--- src/rtl/sram_mem_ctrl_pkg.sv ---
// rtl/sram_mem_ctrl_pkg.sv - shared state encoding, widths and range helper for the SRAM controller
package sram_mem_ctrl_pkg;

    localparam int SRAM_AW_DEF = 20;
    localparam int CNT_W       = 4;

    typedef enum logic [2:0] {
        ST_IDLE     = 3'd0,
        ST_RD_WAIT  = 3'd1,
        ST_RD_DONE  = 3'd2,
        ST_WR_SETUP = 3'd3,
        ST_WR_PULSE = 3'd4,
        ST_WR_HOLD  = 3'd5
    } state_t;

    // A byte address is covered when nothing above the SRAM word/byte bits is set.
    function automatic logic addr_in_range(input logic [31:0] addr, input int aw);
        return (addr >> (aw + 2)) == 32'd0;
    endfunction

endpackage

--- src/rtl/sram_mem_ctrl_wait_counter.sv ---
// rtl/sram_mem_ctrl_wait_counter.sv - loadable down-counter with zero flag shared by read and write waits
module sram_wait_counter
    import sram_mem_ctrl_pkg::*;
(
    input  logic             clk,
    input  logic             rst,
    input  logic             load,
    input  logic [CNT_W-1:0] load_val,
    input  logic             dec,
    output logic [CNT_W-1:0] cnt,
    output logic             zero
);

    always_ff @(posedge clk or negedge rst) begin
        if (!rst) begin
            cnt <= '0;
        end else if (load) begin
            cnt <= load_val;
        end else if (dec && (cnt != '0)) begin
            cnt <= cnt - 1'b1;
        end
    end

    assign zero = (cnt == '0);

endmodule

--- src/rtl/sram_mem_ctrl.sv ---
// rtl/sram_mem_ctrl.sv - word-request responder driving strobes for one asynchronous 32-bit SRAM
module sram_mem_ctrl
    import sram_mem_ctrl_pkg::*;
#(
    parameter int SRAM_AW    = SRAM_AW_DEF,
    parameter int READ_WAIT  = 0,
    parameter int WRITE_WAIT = 2
) (
    input  logic               clk,
    input  logic               rst,
    input  logic [31:0]        mem_addr,
    input  logic [31:0]        mem_wdata,
    input  logic               mem_is_write,
    output logic [31:0]        mem_rdata,
    output logic               mem_busy,
    output logic               bus_err,
    output logic [SRAM_AW-1:0] sram_addr,
    input  logic [31:0]        sram_dq_i,
    output logic [31:0]        sram_dq_o,
    output logic               sram_dq_oe,
    output logic               sram_ce_n,
    output logic               sram_oe_n,
    output logic               sram_we_n
);

    localparam logic [CNT_W-1:0] RD_LOAD = CNT_W'(READ_WAIT - 1);
    localparam logic [CNT_W-1:0] WR_LOAD = CNT_W'(WRITE_WAIT - 1);

    state_t             state;
    state_t             state_nxt;
    logic [SRAM_AW-1:0] addr_q;
    logic [31:0]        wdata_q;
    logic [31:0]        rd_reg;
    logic               rng_q;
    logic               req_in_range;

    logic               cnt_load;
    logic [CNT_W-1:0]   cnt_load_val;
    logic               cnt_dec;
    logic [CNT_W-1:0]   cnt;
    logic               cnt_zero;

    assign req_in_range = addr_in_range(mem_addr, SRAM_AW);

    sram_wait_counter u_wait_cnt (
        .clk      (clk),
        .rst      (rst),
        .load     (cnt_load),
        .load_val (cnt_load_val),
        .dec      (cnt_dec),
        .cnt      (cnt),
        .zero     (cnt_zero)
    );

    // Request fields are captured on every IDLE edge; outside IDLE they hold the accepted request.
    always_ff @(posedge clk or negedge rst) begin
        if (!rst) begin
            state   <= ST_IDLE;
            addr_q  <= '0;
            wdata_q <= '0;
            rd_reg  <= '0;
            rng_q   <= 1'b0;
            bus_err <= 1'b0;
        end else begin
            state   <= state_nxt;
            bus_err <= (state == ST_IDLE) && !req_in_range;
            if (state == ST_IDLE) begin
                addr_q <= mem_addr[SRAM_AW+1:2];
                rng_q  <= req_in_range;
                if (mem_is_write) begin
                    wdata_q <= mem_wdata;
                end
            end
            if (state == ST_RD_WAIT) begin
                rd_reg <= sram_dq_i;
            end
        end
    end

    always_comb begin
        state_nxt    = state;
        cnt_load     = 1'b0;
        cnt_load_val = '0;
        cnt_dec      = 1'b0;
        case (state)
            ST_IDLE: begin
                if (mem_is_write) begin
                    if (req_in_range) begin
                        state_nxt = ST_WR_SETUP;
                    end
                end else if (READ_WAIT > 0) begin
                    state_nxt    = ST_RD_WAIT;
                    cnt_load     = 1'b1;
                    cnt_load_val = RD_LOAD;
                end
            end
            ST_RD_WAIT: begin
                if (cnt_zero) begin
                    state_nxt = ST_RD_DONE;
                end else begin
                    cnt_dec = 1'b1;
                end
            end
            ST_RD_DONE: begin
                state_nxt = ST_IDLE;
            end
            ST_WR_SETUP: begin
                cnt_load     = 1'b1;
                cnt_load_val = WR_LOAD;
                state_nxt    = ST_WR_PULSE;
            end
            ST_WR_PULSE: begin
                if (cnt_zero) begin
                    state_nxt = ST_WR_HOLD;
                end else begin
                    cnt_dec = 1'b1;
                end
            end
            ST_WR_HOLD: begin
                state_nxt = ST_IDLE;
            end
            default: begin
                state_nxt = ST_IDLE;
            end
        endcase
    end

    // The data bus is only driven in states that also hold oe_n high, so the two never overlap.
    always_comb begin
        sram_addr  = addr_q;
        sram_dq_o  = wdata_q;
        sram_ce_n  = 1'b1;
        sram_oe_n  = 1'b1;
        sram_we_n  = 1'b1;
        sram_dq_oe = 1'b0;
        mem_busy   = 1'b1;
        mem_rdata  = '0;
        case (state)
            ST_IDLE: begin
                sram_addr = mem_addr[SRAM_AW+1:2];
                if (!mem_is_write) begin
                    sram_ce_n = 1'b0;
                    sram_oe_n = 1'b0;
                    if (READ_WAIT == 0) begin
                        mem_busy  = 1'b0;
                        mem_rdata = req_in_range ? sram_dq_i : 32'd0;
                    end
                end
            end
            ST_RD_WAIT: begin
                sram_ce_n = 1'b0;
                sram_oe_n = 1'b0;
            end
            ST_RD_DONE: begin
                mem_busy  = 1'b0;
                mem_rdata = rng_q ? rd_reg : 32'd0;
            end
            ST_WR_SETUP, ST_WR_HOLD: begin
                sram_ce_n  = 1'b0;
                sram_dq_oe = 1'b1;
            end
            ST_WR_PULSE: begin
                sram_ce_n  = 1'b0;
                sram_dq_oe = 1'b1;
                sram_we_n  = 1'b0;
            end
            default: begin
            end
        endcase
    end

endmodule

--- config.mk ---
export PLATFORM = sky130hd
export DESIGN_NAME = sram_mem_ctrl
export DESIGN_NICKNAME = d
export VERILOG_FILES = /design/src/rtl/sram_mem_ctrl_pkg.sv /design/src/rtl/sram_mem_ctrl_wait_counter.sv /design/src/rtl/sram_mem_ctrl.sv
export SDC_FILE = /design/constraint.sdc
export NUM_CORES = 1
export LEC_CHECK = 0
export CORE_AREA = 2 2 76 132
export DETAILED_ROUTE_END_ITERATION = 7
export DIE_AREA = 0 0 78 134
export PLACE_DENSITY = 0.86
export SYNTH_ARGS = -nofsm -noshare
export SYNTH_HDL_FRONTEND = slang
export SYNTH_SLANG_ARGS = --single-unit
export TNS_END_PERCENT = 50
--- constraint.sdc ---
create_clock -name clk -period 3.1 [get_ports clk]
set_input_delay 0.62 -clock clk [delete_from_list [all_inputs] [get_ports clk]]
set_output_delay 0.62 -clock clk [all_outputs]
set_load 0.005 [all_outputs]
# Word-level counts from Yosys, hierarchy flattened

Index checks and enable logic that the tools add are counted.

Word-level logic and storage cells: 52
Flip-flop bits (word level): 93
Bits of input ports: 99
Output and inout port bits: 90

Muxes and demuxes: 22
Add/subtract/negate cells: 1
Equal/unequal tests: 9
Reductions and logical operators: 13

Operators by type and width:

| cell                                                | count |
|---|---|
| 2-to-1 mux 32 bit                                   | 3 |
| one-hot mux 32 bit (2 select lines)                 | 1 |
| zero test 32 bit                                    | 1 |
| 2-to-1 mux 20 bit                                   | 1 |
| 2-to-1 mux 3 bit                                    | 4 |
| one-hot mux 3 bit (4 select lines)                  | 1 |
| 2-to-1 mux 4 bit                                    | 2 |
| inequality test 2 bit, second input constant        | 4 |
| 2-to-1 mux 1 bit                                    | 7 |
| equality test 3 x 2 -> 1 bit, second input constant | 2 |
| equality test 3 bit, second input constant          | 2 |
| one-hot mux 1 bit (2 select lines)                  | 3 |
| zero test 4 bit                                     | 1 |
| AND reduction 4 bit                                 | 1 |
| nonzero test 4 bit                                  | 1 |
| OR reduction 4 bit                                  | 1 |
| subtractor 4 x 1 -> 4 bit, second input constant    | 1 |
| equality test 3 x 1 -> 1 bit, second input constant | 1 |
| zero test 3 bit                                     | 1 |
| OR reduction 3 bit                                  | 1 |
| logical AND 1 bit                                   | 2 |
| AND reduction 2 bit                                 | 1 |
| nonzero test 2 bit                                  | 1 |
| OR reduction 2 bit                                  | 1 |
| zero test 1 bit                                     | 1 |

# Depth between registers and ports, before layout

Gate-level depths: netlist of the first run.

Word-level depth: 6
Depth in mapped cells: 5
Gate-level depth less buffers: 5

# By module

From an unflattened synthesis of the first run, not the netlist that was laid out.

Cell total of the unflattened synthesis: 287
Area, all modules: 4028.9 µm²

Modules (own cells, without submodules):

| module            | area each (µm²) | instances | sequential area each (µm²) | cells each |
|---|---|---|---|---|
| sram_mem_ctrl     | 3776.1          | 1         | 2227.1                     | 260 |
| sram_wait_counter | 252.7           | 1         | 100.1                      | 27 |

# Worst setup path after synthesis of the first run

No wires, ideal clock.

Kind: input-to-output
Start: in mem_addr[23]
End: out mem_rdata[0]
Stages on the path: 4
Required time: 2.480 ns
Buffers on the path: 1
Arrival: 1.883 ns
Setup slack: 0.597 ns
Cell sequence: or4_4 nor4_4 buf_6 a22o_1

Cells in the longest elaborated chain, start to end: 4

RTL lines:

| element                             | line                    | text |
|---|---|---|
| start, declared                     | sram_mem_ctrl.sv:11     | `input logic [31:0] mem_addr,` |
| zero test 32 bit                    | sram_mem_ctrl_pkg.sv:18 | `return (addr >> (aw + 2)) == 32'd0;` |
| 2-to-1 mux 32 bit                   | sram_mem_ctrl.sv:146    | `mem_rdata = req_in_range ? sram_dq_i : 32'd0;` |
| 2-to-1 mux 32 bit                   | sram_mem_ctrl.sv:141    | `if (!mem_is_write) begin` |
| one-hot mux 32 bit (2 select lines) | sram_mem_ctrl.sv:138    | `case (state)` |
| end, declared                       | sram_mem_ctrl.sv:14     | `output logic [31:0] mem_rdata,` |

No other way between the ends.

# Final worst setup path of the first run

Start: in mem_addr[27]
End: out mem_rdata[4]

The elaborated chain is that of the path after synthesis.

==> results of run 1 <==
-- logic make-up after synthesis --
group                    synth area share (%)
adder cells (fa/ha/maj)                 0.311
multiplexers                             24.8
XOR/XNOR                                0.218
flip-flops                               57.9
buffers and inverters                    3.23
AO/OA/AOI/OAI                            8.62
AND/OR/NAND/NOR                          5.01
-- worst max-delay path by stage --
stage	from	depth (start not counted)	slack [ns]	to
4_1_cts	mem_addr[25]	9	0.001	mem_rdata[1]
3_3_place_gp	mem_addr[23]	6	-0.33	mem_rdata[9]
6_report	mem_addr[27]	9	0.04	mem_rdata[4]
2_1_floorplan	mem_addr[23]	4	0.60	mem_rdata[0]
5_1_grt	mem_addr[27]	9	-0.02	mem_rdata[4]
3_5_place_dp	mem_addr[23]	6	-0.35	mem_rdata[26]
-- cell type report --
cell class / count / area (um2)
Sequential cell: 93 / 2330
Inverter: 7 / 26.3
Clock buffer: 12 / 246
Fill cell: 687 / 2990
Antenna cell: 1 / 2.50
Tap cell: 122 / 153
Timing Repair Buffer: 211 / 2010
Clock inverter: 4 / 47.5
Multi-Input combinational cell: 163 / 1600
-- cell usage after synthesis --
| library cell | n | share of area, % |
|---|---|---|
| sky130_fd_sc_hd__dfrtp_1 | 93 | 58 |
| sky130_fd_sc_hd__mux2_2 | 84 | 24 |
| sky130_fd_sc_hd__a22o_1 | 32 | 7.0 |
| sky130_fd_sc_hd__buf_2 | 11 | 1.4 |
| sky130_fd_sc_hd__inv_1 | 7 | 0.65 |
| sky130_fd_sc_hd__mux2i_1 | 5 | 1.2 |
| sky130_fd_sc_hd__nand2_1 | 5 | 0.47 |
| sky130_fd_sc_hd__clkbuf_1 | 4 | 0.37 |
| sky130_fd_sc_hd__nor3_1 | 4 | 0.50 |
| sky130_fd_sc_hd__buf_6 | 3 | 0.84 |
| sky130_fd_sc_hd__o21ai_0 | 3 | 0.37 |
| sky130_fd_sc_hd__or3_1 | 3 | 0.47 |
| sky130_fd_sc_hd__a21oi_1 | 2 | 0.25 |
| sky130_fd_sc_hd__nand3b_1 | 2 | 0.37 |
| sky130_fd_sc_hd__nor2_1 | 2 | 0.19 |
| sky130_fd_sc_hd__nor2b_1 | 2 | 0.31 |
| sky130_fd_sc_hd__or4_1 | 2 | 0.37 |
| sky130_fd_sc_hd__a211oi_1 | 1 | 0.19 |
| sky130_fd_sc_hd__and2_1 | 1 | 0.16 |
| sky130_fd_sc_hd__ha_1 | 1 | 0.31 |
| sky130_fd_sc_hd__nand2b_1 | 1 | 0.16 |
| sky130_fd_sc_hd__nand3_1 | 1 | 0.12 |
| sky130_fd_sc_hd__nor3b_1 | 1 | 0.19 |
| sky130_fd_sc_hd__nor4_1 | 1 | 0.16 |
| sky130_fd_sc_hd__nor4_4 | 1 | 0.53 |
| sky130_fd_sc_hd__nor4b_2 | 1 | 0.37 |
| sky130_fd_sc_hd__o211ai_1 | 1 | 0.19 |
| sky130_fd_sc_hd__o22ai_1 | 1 | 0.16 |
| sky130_fd_sc_hd__o311a_1 | 1 | 0.25 |
| sky130_fd_sc_hd__o32a_1 | 1 | 0.25 |
| sky130_fd_sc_hd__or2_2 | 1 | 0.16 |
| sky130_fd_sc_hd__or3b_2 | 1 | 0.22 |
| sky130_fd_sc_hd__or4_4 | 1 | 0.28 |
| sky130_fd_sc_hd__xnor2_1 | 1 | 0.22 |
-- worst register-to-register path, stage by stage, from the launching register on --
cell and delay, ns:
sky130_fd_sc_hd__dfrtp_1 0.38, sky130_fd_sc_hd__buf_4 0.19, sky130_fd_sc_hd__nor4b_4 0.29, sky130_fd_sc_hd__buf_4 0.42
sky130_fd_sc_hd__mux2_2 0.41
-- report_power, final --
group | leakage [nW] | switching (mW) | internal (mW)
clock network | 0.143 | 0.438 | 0.644
logic | 1.56 | 0.115 | 0.266
registers | 1.10 | 0.0354 | 1.29
-- repair_timing --
item / CTS / global route
buffers inserted: 9 / 2
hold buffers: 0 / 0
gates resized for setup: 74 / 8
cloned: 3 / 0
setup endpoints to repair: 32 / 21
pin swaps: 5 / 2
-- stage by stage --
stage	instances	hold slack (ns)
after detailed placement	583	0.486
after floorplan	281	0.324
after CTS	611	0.307
after global placement	583	0.481
final	613	0.275
after global routing	612	0.339
-- metal layers --
| metal | GRT usage, % | vias up | share of wire, % | wire [um] |
|---|---|---|---|---|
| li1 | - | 1442 | - | - |
| met1 | 21.9 | 1541 | 36 | 3760 |
| met2 | 37.0 | 131 | 54 | 5620 |
| met3 | 6.66 | 19 | 6.9 | 710 |
| met4 | 7.02 | 0 | 2.3 | 233 |
| met5 | 0 | - | 0 | 0 |
==> flow_summary.json, run 1 <==
{
  "status": "finished clean",
  "crit_path_cell_trace": "dlygate4sd2_1 -> or4_4 -> nor4_4 -> buf_4 -> buf_12 -> buf_4 -> buf_6 -> a22o_1 -> clkdlybuf4s15_1",
  "crit-reg2reg-capture": "sram_dq_o[28]$_DFFE_PN0P_",
  "finalWirelength_mm": 10.3,
  "floorplan.initialDensity_pct": 42.8,
  "htree_num_levels": 3,
  "nature_of_the_critical_path_endpoint": "primary output",
  "timing.max_slew.rel_slack_pct": 59.2,
  "clock-root-buffer": "sky130_fd_sc_hd__clkbuf_16",
  "syn_nets": 381,
  "post_synth.cell_area_avg_um2": 14.3,
  "cts-buffers-inserted": 9,
  "cts.reportedPaths.clkPinSlew_ns": 0.06,
  "timing.critical_path.buf_inv": 6,
  "preCtsSetupSlack_ns": -0.351,
  "netlist_instances": 281,
  "wire_length_of_the_first_global_routing_pass_mm": 16.7,
  "design.core.area_mm2": 0.00941,
  "areaGrowthSynthToFinish_pct": 59.5,
  "arrival_ns": 2.44,
  "commonest_cells_after_routing_fill_and_taps_aside": "sky130_fd_sc_hd__clkdlybuf4s50_1, sky130_fd_sc_hd__dfrtp_1, sky130_fd_sc_hd__mux2_2",
  "worst_r2r_path_depth": 4,
  "dr_total_vias": 3133,
  "io_buffer_count": 186,
  "final-setup-viol-count": 0,
  "timing.reg2reg.setup_slack_ns": 1.30,
  "final-max-slew-violation-count": 0,
  "fp_rows": 47,
  "globalRouteOverflowTotal": 0,
  "first_global_vias": 3410,
  "worst_path_largest_cell_delay_ns": 0.55,
  "timing.final.crit_period_ns": 3.06,
  "timing.critical_path.from_type": "primary input",
  "yosysWarningCount": 0,
  "antenna_found_initial": 1,
  "cts_max_path_bufs": 2,
  "layout_cells_sized_above_1_pct": 29.6,
  "hp-class": "primary input to asynchronous set/reset pin",
  "per_cell_via_count_in_the_routed_design": 5.11,
  "clock_skew_ns": 0.00521,
  "overall_die_area_mm2": 0.0105,
  "detailedRoute.firstPassIterationCount": 5,
  "die_width_um": 78,
  "layout.cell_area.non_filler_mm2": 0.00641,
  "max-cap-violations": 0,
  "cpLargestDelayFamily": "buffers and inverters",
  "power_leakage_nw": 2.80,
  "yosys_register_bits": 93,
  "syn_area_mm2": 0.00402,
  "path_class": "primary input to primary output",
  "post_dp_cell_area_mm2": 0.00606,
  "total_power_mw": 2.79,
  "worst_pin_slew_ns": 0.611,
  "die_h_um": 134,
  "finalHoldViolCount": 0,
  "clk-insertion-delay-late_ns": 0.34,
  "gp_congestion": 0.764,
  "clkSinkCount": 93,
  "post_synth_num_cell_types": 34,
  "drt_first_iter_violations": 99,
  "timing.critical_path.fanout_max": 5,
  "post_route_clock_period_utilization_pct": 98.8,
  "layout.nets": 585,
  "commonest_non_fill_non_tap_cell_in_the_layout": "sky130_fd_sc_hd__clkdlybuf4s50_1",
  "cell_at_the_slowest_stage_of_the_critical_path": "sky130_fd_sc_hd__or4_4",
  "grt_max_degree": 48,
  "clock_tree_from_tritoncts": "done",
  "worst_slack_ns": 0.0366,
  "grt_use_total_pct": 20.4,
  "critical_path.most_common_cell": "sky130_fd_sc_hd__buf_4",
  "top_level_ports": 189,
  "routed_wire_length_per_instance_um": 16.8,
  "dp_hpwl_mm": 7.46,
  "vdd_drop_max_mv": 0.438,
  "critical_path.reg2reg.startpoint": "state[2]$_DFFE_PN0P_",
  "required_ns": 2.48,
  "p_per_area_mw_per_mm2": 435,
  "remaining_drc_errors": 0,
  "maxClockFrequency_mhz": 326,
  "postLayoutCoreUtil_pct": 68.2,
  "finalSetupTns_ns": 0,
  "synth_seq_area_share_pct": 57.9,
  "detail-route-antenna-nets": 0
}
Note: power is estimated with default switching activity, not from simulation.
==> inputs of run 2 (changes only) <==
- ABC_AREA: default -> 1
- PLACE_DENSITY: 0.86 -> 0.88
==> run 2 against run 1 <==
  * Count of clock-buffer cells in the layout fell by 2
  * Flip-flop and latch count did not move
  * Die area did not move
  * Hold slack got worse by 0.0075 ns
  * Critical endpoint is now mem_rdata[22]
  * Largest cell class unchanged
  * Largest power group is now combinational logic
==> flow_summary.json, run 2 <==
{
  "status": "finished clean",
  "total_met2_wirelength_after_detailed_routing_mm": 6.63,
  "crit-reg2reg-capture": "rd_reg[12]$_DFFE_PN0P_",
  "detail-route-antenna-nets": 0,
  "design.core.area_mm2": 0.00941,
  "grt_use_total_pct": 23.5,
  "final-max-slew-violation-count": 0,
  "timing.reg2reg.setup_slack_ns": 1.22,
  "timing.max_slew.rel_slack_pct": 62.5,
  "clock_tree_from_tritoncts": "done",
  "p_per_area_mw_per_mm2": 855,
  "vdd_drop_max_mv": 0.739,
  "instances_no_fill": 698,
  "hp-class": "primary input to asynchronous set/reset pin",
  "path_class": "primary input to primary output",
  "clock_skew_ns": 0.00406,
  "finalHoldViolCount": 0,
  "io_buffer_count": 186,
  "synthArstFlopShare_pct": 100,
  "cts_max_path_bufs": 2,
  "met3_wirelength_um": 591,
  "top_level_ports": 189,
  "cts.reportedPaths.clkPinSlew_ns": 0.07,
  "post_synth.cell_area_avg_um2": 10.8,
  "arrival_ns": 2.41,
  "gp_congestion": 0.755,
  "num-fill-cells": 681,
  "grt_max_degree": 53,
  "route.layer.met1.wl_mm": 4.44,
  "timing.final.crit_period_ns": 3.03,
  "final-setup-viol-count": 0,
  "die_h_um": 134,
  "post_synth_most_frequent_cells": "sky130_fd_sc_hd__dfrtp_1, sky130_fd_sc_hd__o21ai_0, sky130_fd_sc_hd__nand2_1",
  "first_global_vias": 3755,
  "clkSinkCount": 93,
  "timing.hold.ws_ns": 0.267,
  "placed_insts": 678,
  "yosys.area.top_type": "sky130_fd_sc_hd__dfrtp_1",
  "maxUsedRoutingLayer": "met5",
  "dr_total_vias": 3557,
  "yosys.cell_count.top_type": "sky130_fd_sc_hd__dfrtp_1",
  "htree_num_levels": 3,
  "syn_nets": 484,
  "layout_cells_sized_above_1_pct": 14.9,
  "internal_power_mw": 3.98,
  "switching_power_mw": 1.66,
  "antenna_found_initial": 1,
  "wire_length_of_the_first_global_routing_pass_mm": 19.0,
  "grt_setup_unrepaired": "no",
  "commonest_non_fill_non_tap_cell_in_the_layout": "sky130_fd_sc_hd__clkdlybuf4s50_1",
  "critPathLaunch": "mem_addr[25]",
  "power.sequential.fraction_pct": 36.3,
  "synthFlopType": "sky130_fd_sc_hd__dfrtp_1",
  "dp_hpwl_mm": 8.57,
  "critical_path.reg2reg.startpoint": "state[1]$_DFFE_PN0P_",
  "per_cell_via_count_in_the_routed_design": 5.10,
  "floorplan.initialDensity_pct": 44.0,
  "power.combinational.fraction_pct": 41.2,
  "required_ns": 2.48,
  "commonest_cells_after_routing_fill_and_taps_aside": "sky130_fd_sc_hd__clkdlybuf4s50_1, sky130_fd_sc_hd__dfrtp_1, sky130_fd_sc_hd__o21ai_0",
  "post_route_clock_period_utilization_pct": 97.6,
  "postLayoutCoreUtil_pct": 70.1,
  "edff_count_synth": 0,
  "remaining_drc_errors": 0,
  "synth_seq_area_share_pct": 56.2,
  "antenna_cells": 0,
  "fp_rows": 47,
  "power_share_of_the_clock_group_pct": 22.6,
  "yosysWarningCount": 0,
  "timing.critical_path.from_type": "primary input",
  "worst_pin_slew_ns": 0.563,
  "overall_die_area_mm2": 0.0105,
  "max-cap-violations": 0,
  "drt_first_iter_violations": 205,
  "power_leakage_nw": 3.26,
  "post_synth_num_cell_types": 23,
  "nature_of_the_critical_path_endpoint": "primary output",
  "netlist_instances": 384,
  "finalWirelength_mm": 12.1,
  "routed_wire_length_per_instance_um": 17.4,
  "layout.nets": 671,
  "clk-insertion-delay-late_ns": 0.33,
  "finalSetupTns_ns": 0,
  "timing.critical_path.fanout_max": 16,
  "yosysTopAreaCellShare_pct": 56.2,
  "swShare_pct": 29.4,
  "die_width_um": 78,
  "cts-buffers-inserted": 9,
  "maxClockFrequency_mhz": 330,
  "areaGrowthSynthToFinish_pct": 59.2,
  "post_synth_main_area_contributors": "sky130_fd_sc_hd__dfrtp_1, sky130_fd_sc_hd__mux2_4, sky130_fd_sc_hd__o21ai_0",
  "clock-root-buffer": "sky130_fd_sc_hd__clkbuf_16",
  "globalRouteOverflowTotal": 0,
  "worst_r2r_path_depth": 5,
  "detailedRoute.firstPassIterationCount": 4,
  "yosys_register_bits": 93,
  "syn_area_mm2": 0.00414
}
[run 2: cell types whose count changed after synthesis, moves of 4 or more]
cell / previous run / this run
sky130_fd_sc_hd__nand3_1: 1 / 41
sky130_fd_sc_hd__clkbuf_1: 4 / 9
sky130_fd_sc_hd__nor2_1: 2 / 10
sky130_fd_sc_hd__o21ai_1: 0 / 4
sky130_fd_sc_hd__mux2_2: 84 / 24
sky130_fd_sc_hd__nand2_1: 5 / 46
sky130_fd_sc_hd__o21ai_0: 3 / 64
sky130_fd_sc_hd__a22o_1: 32 / 0
sky130_fd_sc_hd__mux2_4: 0 / 27
sky130_fd_sc_hd__nor3_1: 4 / 0
sky130_fd_sc_hd__mux2i_1: 5 / 0
sky130_fd_sc_hd__inv_1: 7 / 42
[run 2: worst max path at each step]
stage / slack (ns) / end / cells past startpoint
2_1_floorplan: 1.02 / mem_rdata[12] / 6
3_3_place_gp: 0.04 / mem_rdata[31] / 8
3_5_place_dp: -0.01 / mem_rdata[31] / 8
4_1_cts: 0.009 / mem_rdata[19] / 8
5_1_grt: 0.009 / mem_rdata[13] / 8
6_report: 0.07 / mem_rdata[22] / 8
[run 2: per-layer routing]
metal | up-vias | track usage (%)
li1 | 1653 | -
met1 | 1728 | 26.8
met2 | 140 | 41.2
met3 | 34 | 4.91
met4 | 2 | 11.4
met5 | - | 0
[run 2: what timing repair did]
item / in CTS / in global routing
setup buffers: 0 / 3
setup endpoints to repair: 1 / 31
hold endpoints to repair: 0 / 0
gates resized for setup: 1 / 25
gates cloned: 0 / 1
hold buffers: 0 / 0
pin swaps: 0 / 2
[run 2: layout make-up]
type	instances	area, um2	share of cell area [%]
multi-input combinational	228	1560	23.6
timing repair buffer	197	2050	31.1
inverter	42	158	2.39
sequential	93	2330	35.3
tap	122	153	2.31
clock inverter	6	110	1.67
clock buffer	10	239	3.62
[run 2: metrics by stage]
stage	total power [mW]	setup slack, ns	instance area [um2]
CTS	5.68	0.00929	6480
finish	5.64	0.0732	6600
global placement	4.26	0.0385	6130
global route	5.97	0.00854	6600
floorplan	3.18	1.02	4140
detailed placement	4.38	-0.0136	6130
[run 2: power by group through the flow]
stage,logic (mW),registers (mW),clock network [mW]
after floorplan,1.15,2.03,0
after global placement,2.24,2.02,0
after detailed placement,2.32,2.06,0
after CTS,2.34,2.04,1.30
after global routing,2.51,2.11,1.35
final,2.32,2.05,1.27
[run 2: cell families after synthesis]
family | count (synthesis) | synth area share (%)
and+or+nand+nor | 102 | 11.3
DFF | 93 | 56.2
AOI/OAI and AO/OA | 71 | 8.67
buffers and inverters | 63 | 6.58
muxes | 52 | 16.6
xor gates and xnor gates | 2 | 0.423
adders and majority gates | 1 | 0.302
[run 2: worst max-delay path: stages]
cell and delay (ns):
sky130_fd_sc_hd__clkdlybuf4s50_1 0.41, sky130_fd_sc_hd__nor2_1 0.14, sky130_fd_sc_hd__nand3_2 0.14, sky130_fd_sc_hd__nor2_4 0.19
sky130_fd_sc_hd__clkbuf_16 0.20, sky130_fd_sc_hd__nand3_1 0.08, sky130_fd_sc_hd__o21ai_0 0.08, sky130_fd_sc_hd__clkdlybuf4s50_1 0.52
==> inputs of run 3 (changes only) <==
- CORE_AREA: 2 2 76 132 -> 3 3 80 138
- DIE_AREA: 0 0 78 134 -> 0 0 83 141
- PLACE_DENSITY: 0.88 -> 0.82
- clock period: 3.1 -> 3 ns (I/O delays scaled with it)
==> run 3 against run 2 <==
  * Register-to-register slack gained 0.18 ns
  * Largest cell class unchanged
  * Sequential power grew 3%
  * Power grew 0.14%
  * Non-clock buffer count shrank 2
  * Combinational power grew 4%
  * Critical path depth is the same
  * Clock power shrank 11%
  * Clock skew grew 0.0034 ns
  * Global-route usage shrank 2.9 points
  * Critical endpoint is now mem_rdata[12]
  * Routed wire length grew 0.68%
  * Via count shrank 0.76%
  * Hold slack lost 0.012 ns
==> flow_summary.json, run 3 (synthesized netlist as in run 2, its figures left out) <==
{
  "worst_path_largest_cell_delay_ns": 0.52,
  "htree_num_levels": 3,
  "top_level_ports": 189,
  "gp_congestion": 0.787,
  "worst_slack_ns": 0.00748,
  "layout.nets": 669,
  "postLayoutCoreUtil_pct": 65.8,
  "cpLargestDelayFamily": "buffers and inverters",
  "floorplan.initialDensity_pct": 41.6,
  "clock_skew_ns": 0.00743,
  "remaining_drc_errors": 0,
  "fp_rows": 48,
  "cts.reportedPaths.clkPinSlew_ns": 0.06,
  "maxClockFrequency_mhz": 334,
  "preCtsSetupSlack_ns": 0.0122,
  "finalWirelength_mm": 12.2,
  "design.core.area_mm2": 0.00997,
  "max-cap-violations": 0,
  "p_per_area_mw_per_mm2": 861,
  "finalHoldViolCount": 0,
  "critical_path.most_common_cell": "sky130_fd_sc_hd__clkdlybuf4s50_1",
  "timing.critical_path.buf_inv": 3,
  "commonest_non_fill_non_tap_cell_in_the_layout": "sky130_fd_sc_hd__clkdlybuf4s50_1",
  "clock_tree_from_tritoncts": "done",
  "final-max-slew-violation-count": 0,
  "layout_cells_sized_above_1_pct": 14.8,
  "routed_wire_length_per_instance_um": 17.5,
  "cts_max_path_bufs": 2,
  "dp_hpwl_mm": 8.88,
  "status": "finished clean",
  "arrival_ns": 2.39,
  "globalRouteOverflowTotal": 0,
  "timing.critical_path.fanout_max": 16,
  "clock-root-buffer": "sky130_fd_sc_hd__clkbuf_16",
  "grt_max_degree": 66,
  "layout.cell_area.non_filler_mm2": 0.00656,
  "postCtsHoldBufs": 0,
  "cts-buffers-inserted": 9,
  "total_power_mw": 5.65,
  "vdd_drop_max_mv": 0.527,
  "post_dp_cell_area_mm2": 0.00614,
  "detail-route-antenna-nets": 0,
  "post_route_clock_period_utilization_pct": 99.8,
  "required_ns": 2.40,
  "clk-insertion-delay-late_ns": 0.33,
  "per_cell_via_count_in_the_routed_design": 5.05,
  "timing.max_slew.rel_slack_pct": 61.8,
  "grt_use_total_pct": 20.6,
  "detailedRoute.firstPassIterationCount": 6,
  "commonest_cells_after_routing_fill_and_taps_aside": "sky130_fd_sc_hd__clkdlybuf4s50_1, sky130_fd_sc_hd__dfrtp_1, sky130_fd_sc_hd__o21ai_0",
  "timing.reg2reg.setup_slack_ns": 1.40,
  "areaGrowthSynthToFinish_pct": 58.4,
  "overall_die_area_mm2": 0.0117,
  "nature_of_the_critical_path_endpoint": "primary output",
  "power_leakage_nw": 3.37,
  "path_class": "primary input to primary output",
  "timing.critical_path.from_type": "primary input",
  "worst_pin_slew_ns": 0.572,
  "antenna_cells": 0,
  "dr_total_vias": 3530,
  "grt_setup_unrepaired": "yes",
  "worst-path-stages": 8,
  "worst_r2r_path_depth": 5,
  "first_global_vias": 3720,
  "final-setup-viol-count": 0,
  "die_h_um": 141,
  "io_buffer_count": 186,
  "crit_path_cell_trace": "clkdlybuf4s50_1 -> nor2_2 -> nand3_2 -> nor2_4 -> clkbuf_16 -> nand3_1 -> o21ai_1 -> clkdlybuf4s50_1",
  "antenna_found_initial": 0,
  "cell_at_the_slowest_stage_of_the_critical_path": "sky130_fd_sc_hd__clkdlybuf4s50_1",
  "wire_length_of_the_first_global_routing_pass_mm": 19.1,
  "clkSinkCount": 93,
  "timing.final.crit_period_ns": 2.99,
  "die_width_um": 83,
  "drt_first_iter_violations": 231,
  "hp-class": "primary input to asynchronous set/reset pin"
}
run 3: what timing repair did:
action	in CTS	in global routing
hold endpoints to repair	0	0
endpoints found under the setup margin	0	32
buffers inserted	0	0
resized for setup	0	35
run 3: layout make-up:
class,count,area [um2]
Fill cell,803,3410
Sequential cell,93,2330
Timing Repair Buffer,195,2060
Multi-Input combinational cell,228,1560
Clock buffer,9,225
Inverter,42,158
Tap cell,125,156
Clock inverter,7,75.1
run 3: worst paths after layout:
| path | end | from |
|---|---|---|
| hold / removal | addr_q[19]$_DFF_PN0_ | rst |
| min in group clk | addr_q[1]$_DFF_PN0_ | addr_q[1]$_DFF_PN0_ |
| hold reg to reg | addr_q[1]$_DFF_PN0_ | addr_q[1]$_DFF_PN0_ |
| setup reg to reg | rd_reg[9]$_DFFE_PN0P_ | state[1]$_DFFE_PN0P_ |
| setup / recovery | mem_rdata[12] | mem_addr[27] |
| max in group asynchronous | rd_reg[3]$_DFFE_PN0P_ | rst |
run 3: per-layer routing:
layer	wire [um]	GRT usage, %	vias up
met4	368	8.53	0
li1	-	-	1644
met2	6890	38.8	146
met5	0	0	-
met1	4410	22.4	1715
met3	557	3.57	25
run 3: metrics by stage:
stage | TNS (ns) | hold WS, ns | instances
after detailed placement | 0 | 0.483 | 682
after global routing | -0.159 | 0.300 | 699
after CTS | 0 | 0.269 | 698
after global placement | 0 | 0.474 | 682
after floorplan | 0 | 0.304 | 384
final | 0 | 0.255 | 699
run 3: worst register-to-register path: cells and delay by family (launching register included):
kind,cells,cell delay [ns]
buffers and inverters,2,0.50
AND/OR/NAND/NOR,2,0.29
AO/OA/AOI/OAI,1,0.21
flip-flops,1,0.45
run 3: where the power goes:
| group | internal (mW) | total (mW) | switching (mW) | leakage [nW] |
|---|---|---|---|---|
| clock network | 0.649 | 1.13 | 0.485 | 0.138 |
| logic | 1.42 | 2.41 | 0.988 | 2.13 |
| registers | 1.86 | 2.11 | 0.245 | 1.11 |
| total | 3.93 | 5.65 | 1.72 | 3.37 |
